<file path="src/rtl/ram_loader_pkg.sv">
// Shared opcodes, response codes and FSM state encoding for the byte-serial RAM loader.
package ram_loader_pkg;

  localparam logic [7:0] OP_WRITE = 8'h01;
  localparam logic [7:0] OP_READ  = 8'h02;
  localparam logic [7:0] ACK_CODE = 8'h06;
  localparam logic [7:0] NAK_CODE = 8'h15;

  typedef enum logic [3:0] {
    ST_IDLE,
    ST_ADDR,
    ST_LEN,
    ST_WR_DATA,
    ST_WR_STB,
    ST_RD_ADDR,
    ST_RD_CAP,
    ST_RD_SEND,
    ST_ACK
  } state_t;

  function automatic logic is_known_opcode(input logic [7:0] op);
    return (op == OP_WRITE) || (op == OP_READ);
  endfunction

endpackage

</file>
<file path="src/rtl/ram_loader.sv">
// Host-link frame decoder that writes or reads RAM one byte at a time:
// opcode, 4 address bytes, 2 length bytes (LSB first), then payload for WRITE.
module ram_loader
  import ram_loader_pkg::*;
#(
  parameter int XLEN = 32
) (
  input  logic            clk_i,
  input  logic            rst_n_i,
  input  logic [7:0]      rx_data_i,
  input  logic            rx_valid_i,
  output logic            rx_ready_o,
  output logic [7:0]      tx_data_o,
  output logic            tx_valid_o,
  input  logic            tx_ready_i,
  output logic            ram_rw_sel_o,
  output logic [XLEN-1:0] ram_rw_addr_o,
  output logic [XLEN-1:0] ram_wr_data_o,
  output logic [3:0]      ram_wr_byte_en_o,
  input  logic [7:0]      ram_rd_data_i,
  output logic            busy_o
);

  localparam logic [XLEN-1:0] ADDR_ONE = XLEN'(1);

  state_t          state;
  state_t          next_state;
  logic [1:0]      byte_idx;
  logic [XLEN-1:0] addr;
  logic [15:0]     len;
  logic            is_write;
  logic [7:0]      wr_byte;
  logic [7:0]      tx_data;
  logic            ram_sel;
  logic            rx_ready_int;
  logic            load_ack;
  logic [7:0]      ack_byte;

  always_ff @(posedge clk_i or negedge rst_n_i) begin
    if (!rst_n_i) begin
      state <= ST_IDLE;
    end else begin
      state <= next_state;
    end
  end

  // A handshake is implied by rx_valid_i in the states that accept bytes.
  always_comb begin
    next_state       = state;
    rx_ready_int     = 1'b0;
    tx_valid_o       = 1'b0;
    ram_wr_byte_en_o = 4'b0000;
    load_ack         = 1'b0;
    ack_byte         = ACK_CODE;
    case (state)
      ST_IDLE: begin
        rx_ready_int = 1'b1;
        if (rx_valid_i) begin
          if (is_known_opcode(rx_data_i)) begin
            next_state = ST_ADDR;
          end else begin
            next_state = ST_ACK;
            load_ack   = 1'b1;
            ack_byte   = NAK_CODE;
          end
        end
      end
      ST_ADDR: begin
        rx_ready_int = 1'b1;
        if (rx_valid_i && byte_idx == 2'd3) next_state = ST_LEN;
      end
      ST_LEN: begin
        rx_ready_int = 1'b1;
        if (rx_valid_i && byte_idx == 2'd1) begin
          if ({rx_data_i, len[7:0]} == 16'd0) begin
            next_state = ST_ACK;
            load_ack   = 1'b1;
          end else if (is_write) begin
            next_state = ST_WR_DATA;
          end else begin
            next_state = ST_RD_ADDR;
          end
        end
      end
      ST_WR_DATA: begin
        rx_ready_int = 1'b1;
        if (rx_valid_i) next_state = ST_WR_STB;
      end
      ST_WR_STB: begin
        ram_wr_byte_en_o = 4'b0001;
        if (len == 16'd1) begin
          next_state = ST_ACK;
          load_ack   = 1'b1;
        end else begin
          next_state = ST_WR_DATA;
        end
      end
      ST_RD_ADDR: next_state = ST_RD_CAP;
      ST_RD_CAP:  next_state = ST_RD_SEND;
      ST_RD_SEND: begin
        tx_valid_o = 1'b1;
        if (tx_ready_i) next_state = (len == 16'd1) ? ST_IDLE : ST_RD_ADDR;
      end
      ST_ACK: begin
        tx_valid_o = 1'b1;
        if (tx_ready_i) next_state = ST_IDLE;
      end
      default: next_state = ST_IDLE;
    endcase
  end

  // tx_data only moves on RD_CAP or when entering ACK, so it is stable while tx_valid_o waits.
  always_ff @(posedge clk_i or negedge rst_n_i) begin
    if (!rst_n_i) begin
      byte_idx <= 2'd0;
      addr     <= '0;
      len      <= 16'd0;
      is_write <= 1'b0;
      wr_byte  <= 8'h00;
      tx_data  <= 8'h00;
      ram_sel  <= 1'b0;
    end else begin
      case (state)
        ST_IDLE: begin
          if (rx_valid_i) begin
            byte_idx <= 2'd0;
            addr     <= '0;
            len      <= 16'd0;
            is_write <= (rx_data_i == OP_WRITE);
            ram_sel  <= is_known_opcode(rx_data_i);
          end
        end
        ST_ADDR: begin
          if (rx_valid_i) begin
            addr[{byte_idx, 3'b000} +: 8] <= rx_data_i;
            byte_idx <= byte_idx + 2'd1;
          end
        end
        ST_LEN: begin
          if (rx_valid_i) begin
            if (byte_idx == 2'd0) begin
              len[7:0] <= rx_data_i;
              byte_idx <= 2'd1;
            end else begin
              len[15:8] <= rx_data_i;
              byte_idx  <= 2'd0;
            end
          end
        end
        ST_WR_DATA: begin
          if (rx_valid_i) wr_byte <= rx_data_i;
        end
        ST_WR_STB: begin
          addr <= addr + ADDR_ONE;
          len  <= len - 16'd1;
        end
        ST_RD_CAP: begin
          tx_data <= ram_rd_data_i;
        end
        ST_RD_SEND: begin
          if (tx_ready_i) begin
            addr <= addr + ADDR_ONE;
            len  <= len - 16'd1;
            if (len == 16'd1) ram_sel <= 1'b0;
          end
        end
        ST_ACK: begin
          if (tx_ready_i) ram_sel <= 1'b0;
        end
        default: ;
      endcase
      if (load_ack) tx_data <= ack_byte;
    end
  end

  assign rx_ready_o    = rst_n_i & rx_ready_int;
  assign tx_data_o     = tx_data;
  assign ram_rw_sel_o  = ram_sel;
  assign ram_rw_addr_o = addr;
  assign ram_wr_data_o = {{(XLEN-8){1'b0}}, wr_byte};
  assign busy_o        = (state != ST_IDLE);

endmodule

</file>
<file path="config.mk">
export PLATFORM = sky130hd
export DESIGN_NAME = ram_loader
export DESIGN_NICKNAME = d
export VERILOG_FILES = /design/src/rtl/ram_loader_pkg.sv /design/src/rtl/ram_loader.sv
export SDC_FILE = /design/constraint.sdc
export NUM_CORES = 1
export LEC_CHECK = 0
export CAP_MARGIN = 20
export CORE_UTILIZATION = 48
export CTS_CLUSTER_SIZE = 24
export DETAILED_ROUTE_END_ITERATION = 8
export GPL_TIMING_DRIVEN = 0
export PLACE_DENSITY = 0.78
export REMOVE_ABC_BUFFERS = 1
export SKIP_CTS_REPAIR_TIMING = 1
export SLEW_MARGIN = 0
export SYNTH_ARGS = -nofsm -noshare
export SYNTH_HDL_FRONTEND = slang
export SYNTH_SLANG_ARGS = --single-unit
</file>
<file path="constraint.sdc">
create_clock -name clk_i -period 1.8 [get_ports clk_i]
set_clock_uncertainty 0.05 [all_clocks]
set_input_delay 0.54 -clock clk_i [delete_from_list [all_inputs] [get_ports clk_i]]
set_output_delay 0.54 -clock clk_i [all_outputs]
set_load 0.02 [all_outputs]
</file>
# ---- Yosys cells after proc, flatten, opt, wreduce, memory -nomap -nowiden
# Cells that the tools add are included.
dict set report op_classes {
  n_shift 2
  n_eq_ne 24
  reduce_logical 22
  bitwise 1
  add_sub_neg 4
  mux 47
}
# operator count
set op_table {}
lappend op_table {{32-bit one-hot mux with 4 select lines} 1}
lappend op_table {{32-bit two-way mux} 3}
lappend op_table {{16-bit one-hot mux with 4 select lines} 1}
lappend op_table {{16-bit two-way mux} 3}
lappend op_table {{4-bit two-way mux} 9}
lappend op_table {{4-bit one-hot mux with 9 select lines} 1}
lappend op_table {{32-bit by 1-bit adder with 32-bit output, second input constant} 1}
lappend op_table {{32-bit bitwise mux} 1}
lappend op_table {{8-bit two-way mux} 4}
lappend op_table {{8-bit by 7-bit variable shift with 32-bit output, first input constant} 1}
lappend op_table {{8-bit by 7-bit variable part select with 32-bit output} 1}
lappend op_table {{2-bit != test, second input constant} 11}
lappend op_table {{16-bit by 1-bit == test with 1-bit output, second input constant} 1}
lappend op_table {{4-bit by 3-bit == test with 1-bit output, second input constant} 4}
lappend op_table {{16-bit zero test} 1}
lappend op_table {{16-bit by 1-bit subtractor with 16-bit output, second input constant} 1}
lappend op_table {{5-bit two-way mux} 3}
lappend op_table {{5-bit AND reduction} 3}
lappend op_table {{1-bit two-way mux} 13}
lappend op_table {{4-bit nonzero test} 3}
lappend op_table {{4-bit by 2-bit == test with 1-bit output, second input constant} 2}
lappend op_table {{8-bit by 1-bit == test with 1-bit output, second input constant} 1}
lappend op_table {{8-bit by 2-bit == test with 1-bit output, second input constant} 1}
lappend op_table {{4-bit AND reduction} 2}
lappend op_table {{21 further kinds} 28}
dict set report totals {
  reg_bits 72
  word_cells 109
  output_inout_bits 80
  inputBits 20
}

# ---- Longest topological paths before layout
dict set report logic_depth {
  depth_word 6
  depth_mapped 8
}

# ---- Worst setup path before layout
# Ideal clock, no wire load.
dict set report synth_timing {
  kind {input -> register}
  from {in rx_data_i[2]}
  to {reg state[0]}
  arrival_ns 1.859
  setup_slack_ns -0.230
  stages 6
  setup_time_ns 0.121
  path_cell_list {clkbuf_1 -> nor4_4 -> nand4_1 -> and2_1 -> or3_1 -> a22o_1}
}
dict set report synth_via {
  elab_chain_cells 5
}
# element line_no
set synth_rtl {}
lappend synth_rtl {{start, declared} ram_loader.sv:10} ;# input logic [7:0] rx_data_i,
lappend synth_rtl {{8-bit by 1-bit == test with 1-bit output or 8-bit by 2-bit == test with 1-bit output (tied branches)} ram_loader_pkg.sv:22} ;# return (op == OP_WRITE) || (op == OP_READ);
lappend synth_rtl {{1-bit logical OR} ram_loader_pkg.sv:22}
lappend synth_rtl {{4-bit two-way mux} ram_loader.sv:59} ;# if (is_known_opcode(rx_data_i)) begin
lappend synth_rtl {{4-bit two-way mux} ram_loader.sv:58} ;# if (rx_valid_i) begin
lappend synth_rtl {{4-bit one-hot mux with 9 select lines (*)} ram_loader.sv:55} ;# case (state)
lappend synth_rtl {{end signal, assigned} ram_loader.sv:43} ;# state <= next_state;
lappend synth_rtl {{end, declared} ram_loader.sv:26} ;# state_t state;
# Mark *: on every way between the ends. The rest lies on a longest branch, timed or not. The select of a mux whose other input is x is not followed.
# A chain may end at the register's enable or synchronous reset.

# ---- Worst setup path in the final report
dict set report layout_timing {
  from {reg state[3]}
  to {out tx_valid_o}
}
dict set report layout_via {
  elab_chain_cells 3
}
# element line_no
set layout_rtl {}
lappend layout_rtl {{4-bit == test or 4-bit by 3-bit == test with 1-bit output (tied branches)} ram_loader.sv:55}
lappend layout_rtl {{2-bit OR reduction (no line) (*)} -}
lappend layout_rtl {{1-bit two-way mux (*)} ram_loader.sv:55}
lappend layout_rtl {{end, declared} ram_loader.sv:14} ;# output logic tx_valid_o,
# Mark *: on every way between the ends. The rest lies on a longest branch, timed or not.

==> results_dict.tcl <==
set metrics [dict create \
    synth_compound_area_share_pct 25.9 \
    initial_core_util_pct 49.6 \
    final-setup-viol-count 76 \
    die-area_um2 11100 \
    crit_slowest_cell "dfrtp_4" \
    numClockSinks 72 \
    syn_area_per_cell_um2 8.85 \
    finalMaxSlewViolations 0 \
    dr.pass1.iters 6 \
    synth_edf_count 0 \
    pin_count 100 \
    grt_pass1_wl_mm 23.8 \
    cts_buffers 9 \
    cp_num_buf_inv 1 \
    crit_fanout 11 \
    synthFlopType "dfrtp_1" \
    coreArea_um2 10400 \
    vdd_drop_max_mv 0.422 \
    synth_xor_area_share_pct 0.170 \
    drv_cap 0 \
    io_buffers 72 \
    relSlewSlack_pct 51.3 \
    clockBufferDepth 2 \
    ys_ff_latch 72 \
    worstPathRequired_ns 1.21 \
    synth_top_family_by_area "compound AO/OA/AOI/OAI gates" \
    fin_util_pct 72.3 \
    p_per_area_nw_per_um2 550 \
    violations "negative setup slack" \
    routabilityCongestion 0.919 \
    slowest_delay_ns 0.58 \
    instances_no_fill 847 \
    syn_inst 581 \
    power_leakage_nw 3.88 \
    layout.nets 734 \
    fmax_mhz 433 \
    overflow 0 \
    hold_path.class "primary input to asynchronous set/reset pin" \
    clk_pin_slew_worst_paths_ns 0.09 \
    status "finished, violations left" \
    end_kind "output port" \
    path_cells "or4b_4, o21ai_4, buf_6" \
    cts_max_level 3 \
    setup.worst_path.class "flip-flop to output port" \
    die_y_um 106 \
    synth_fa_ha_area_share_pct 2.14 \
    async_flop_share_pct 100 \
    fin_crit_sh_pct 128 \
    cts_root_buf "clkbuf_8" \
    avgViaCountPerCell 6.78 \
    cts_tree "yes" \
    cp.arrival_ns 1.72 \
    synth_cell_types 79 \
    drt-initial-drc-count 691 \
    nFillCells 700 \
    syn-cell-area_um2 5140 \
    critical-path-top-delay-family "flip-flops" \
    layout_setup_ws_ns -0.510 \
    antenna_cells 0 \
    post-route-min-period_ns 2.31 \
    grt_usage_pct 26.7 \
    dp_cells 757 \
    antenna_found_initial 0 \
    start_kind "flip-flop" \
    die_x_um 106 \
    num_vias 5740 \
    grt_pass1_vias 4721 \
    synth-warning-count 0 \
    drcViolationCount 0 \
    routed_wl_mm 19.4 \
    ys_seq_area_share_pct 35.0 \
    grt_max_degree 58 \
    clk-insertion-delay-late_ns 0.37 \
    finalHoldViolCount 0 \
    dp_hpwl_mm 10.1 \
    fp-row-count 37 \
    synthMuxAreaShare_pct 3.92 \
    rsz0062_at_grt "true" \
    pre_cts_ws_ns -1.10 \
    synthSimpleGateAreaFrac_pct 24.1 \
    routedWlPerCell_um 23.0 \
    area_delta_synth_final_pct 45.7 \
    drive_above_1_share_pct 32.6 \
    ant_nets 0 \
    worstMarginPinSlew_ns 0.728 \
]
through the flow:
stage / TNS, ns / hold WS (ns) / instance area [µm²] / power [mW]
after detailed placement: -60.58 / 0.378 / 5840 / 2.41
final: -20.34 / 0.0818 / 7490 / 4.12
after global routing: -22.94 / 0.102 / 7490 / 4.22
after global placement: -249.57 / 0.442 / 5740 / 2.38
after floorplan: -24.76 / 0.194 / 4850 / 2.12
after CTS: -62.56 / -0.0109 / 6030 / 3.73
final cells by class:
type | instances | area (µm²) | share of cell area, %
sequential | 72 | 1830 | 24.4
clock buffer | 10 | 128 | 1.70
tap | 136 | 170 | 2.27
clock inverter | 6 | 68.8 | 0.918
inverter | 15 | 56.3 | 0.751
multi-input combinational | 459 | 3580 | 47.7
timing repair buffer | 149 | 1670 | 22.2
synth_stat cells, types with 11 or more instances:
cell type  instances  area, µm²
buf_2             15       75.1
o2bb2ai_1         11       96.3
a31oi_1           13       81.3
nand3_1           20        100
dfrtp_1           72       1800
inv_1             15       56.3
nand2_1           38        143
o21ai_0           46        230
nor2_1            41        154
and3_1            15       93.8
a21oi_1           26        130
buf_4             31        233
o21ai_1           16       80.1
cell usage in the layout, fill, tap and decap left out, types with 6 or more instances in the layout:
master and count:
dfrtp_1 59, dlymetal6s2s_1 59, buf_4 43, nand2_1 32
o21ai_1 31, nor2_1 30, buf_6 28, conb_1 27
a21oi_1 22, o21ai_0 18, nand3_1 17, inv_1 13
a31oi_1 13, o21ai_2 12, and3_1 11, nor2_4 10
nand4_1 10, mux2i_1 10, nor4_1 9, dfrtp_2 9
clkbuf_8 9, nor2b_1 8, a22o_1 8, o2bb2ai_1 8
mux2_4 8, clkdlybuf4s50_1 8, nor3_1 7, a22oi_1 7
a32oi_1 6
registers in the layout, indices dropped and copies added (netlist names):
name           cells
ram_rw_addr_o     32
len               16
tx_data_o          8
wr_byte            8
state              4
byte_idx           2
is_write           1
ram_rw_sel_o       1
cell families (layout without fill, tap and decap cells):
logic type      Yosys count  in the layout
simple gates            207            207
flops                    72             72
compound gates          194            196
mux                      19             19
other cells               1             27
fa+ha+maj                 9              9
buf+inv                  78            180
xor+xnor                  1              1
power breakdown:
group,leakage [nW],total (mW),internal (mW),switching (mW)
Clock,0.0968,1.36,0.649,0.707
Sequential,0.953,1.71,1.65,0.0609
Combinational,2.83,1.05,0.438,0.612
routing by layer:
layer / track usage, % / vias up / part of all wire [%]
li1: - / 2394 / -
met3: 5.07 / 127 / 11
met4: 11.7 / 0 / 6.2
met2: 45.3 / 477 / 47
met5: 0 / - / 0
met1: 33.2 / 2742 / 36
final timing paths:
path / depth (start not counted) / end / slack, ns / from
min in group clk_i: 1 / wr_byte[2]$_DFFE_PN0P_ / 0.47 / wr_byte[2]$_DFFE_PN0P_
max: 3 / tx_valid_o / -0.51 / state[3]$_DFFE_PN0P_
min: 2 / ram_rw_addr_o[28]$_DFFE_PN0P_ / 0.08 / rst_n_i
max reg2reg: 7 / ram_rw_addr_o[13]$_DFFE_PN0P_ / -0.46 / state[2]$_DFFE_PN0P_
min reg2reg: 1 / wr_byte[2]$_DFFE_PN0P_ / 0.47 / wr_byte[2]$_DFFE_PN0P_
max in group asynchronous: 2 / ram_rw_addr_o[16]$_DFFE_PN0P_ / 0.44 / rst_n_i
No activity file was read; power rests on OpenSTA's default activity.
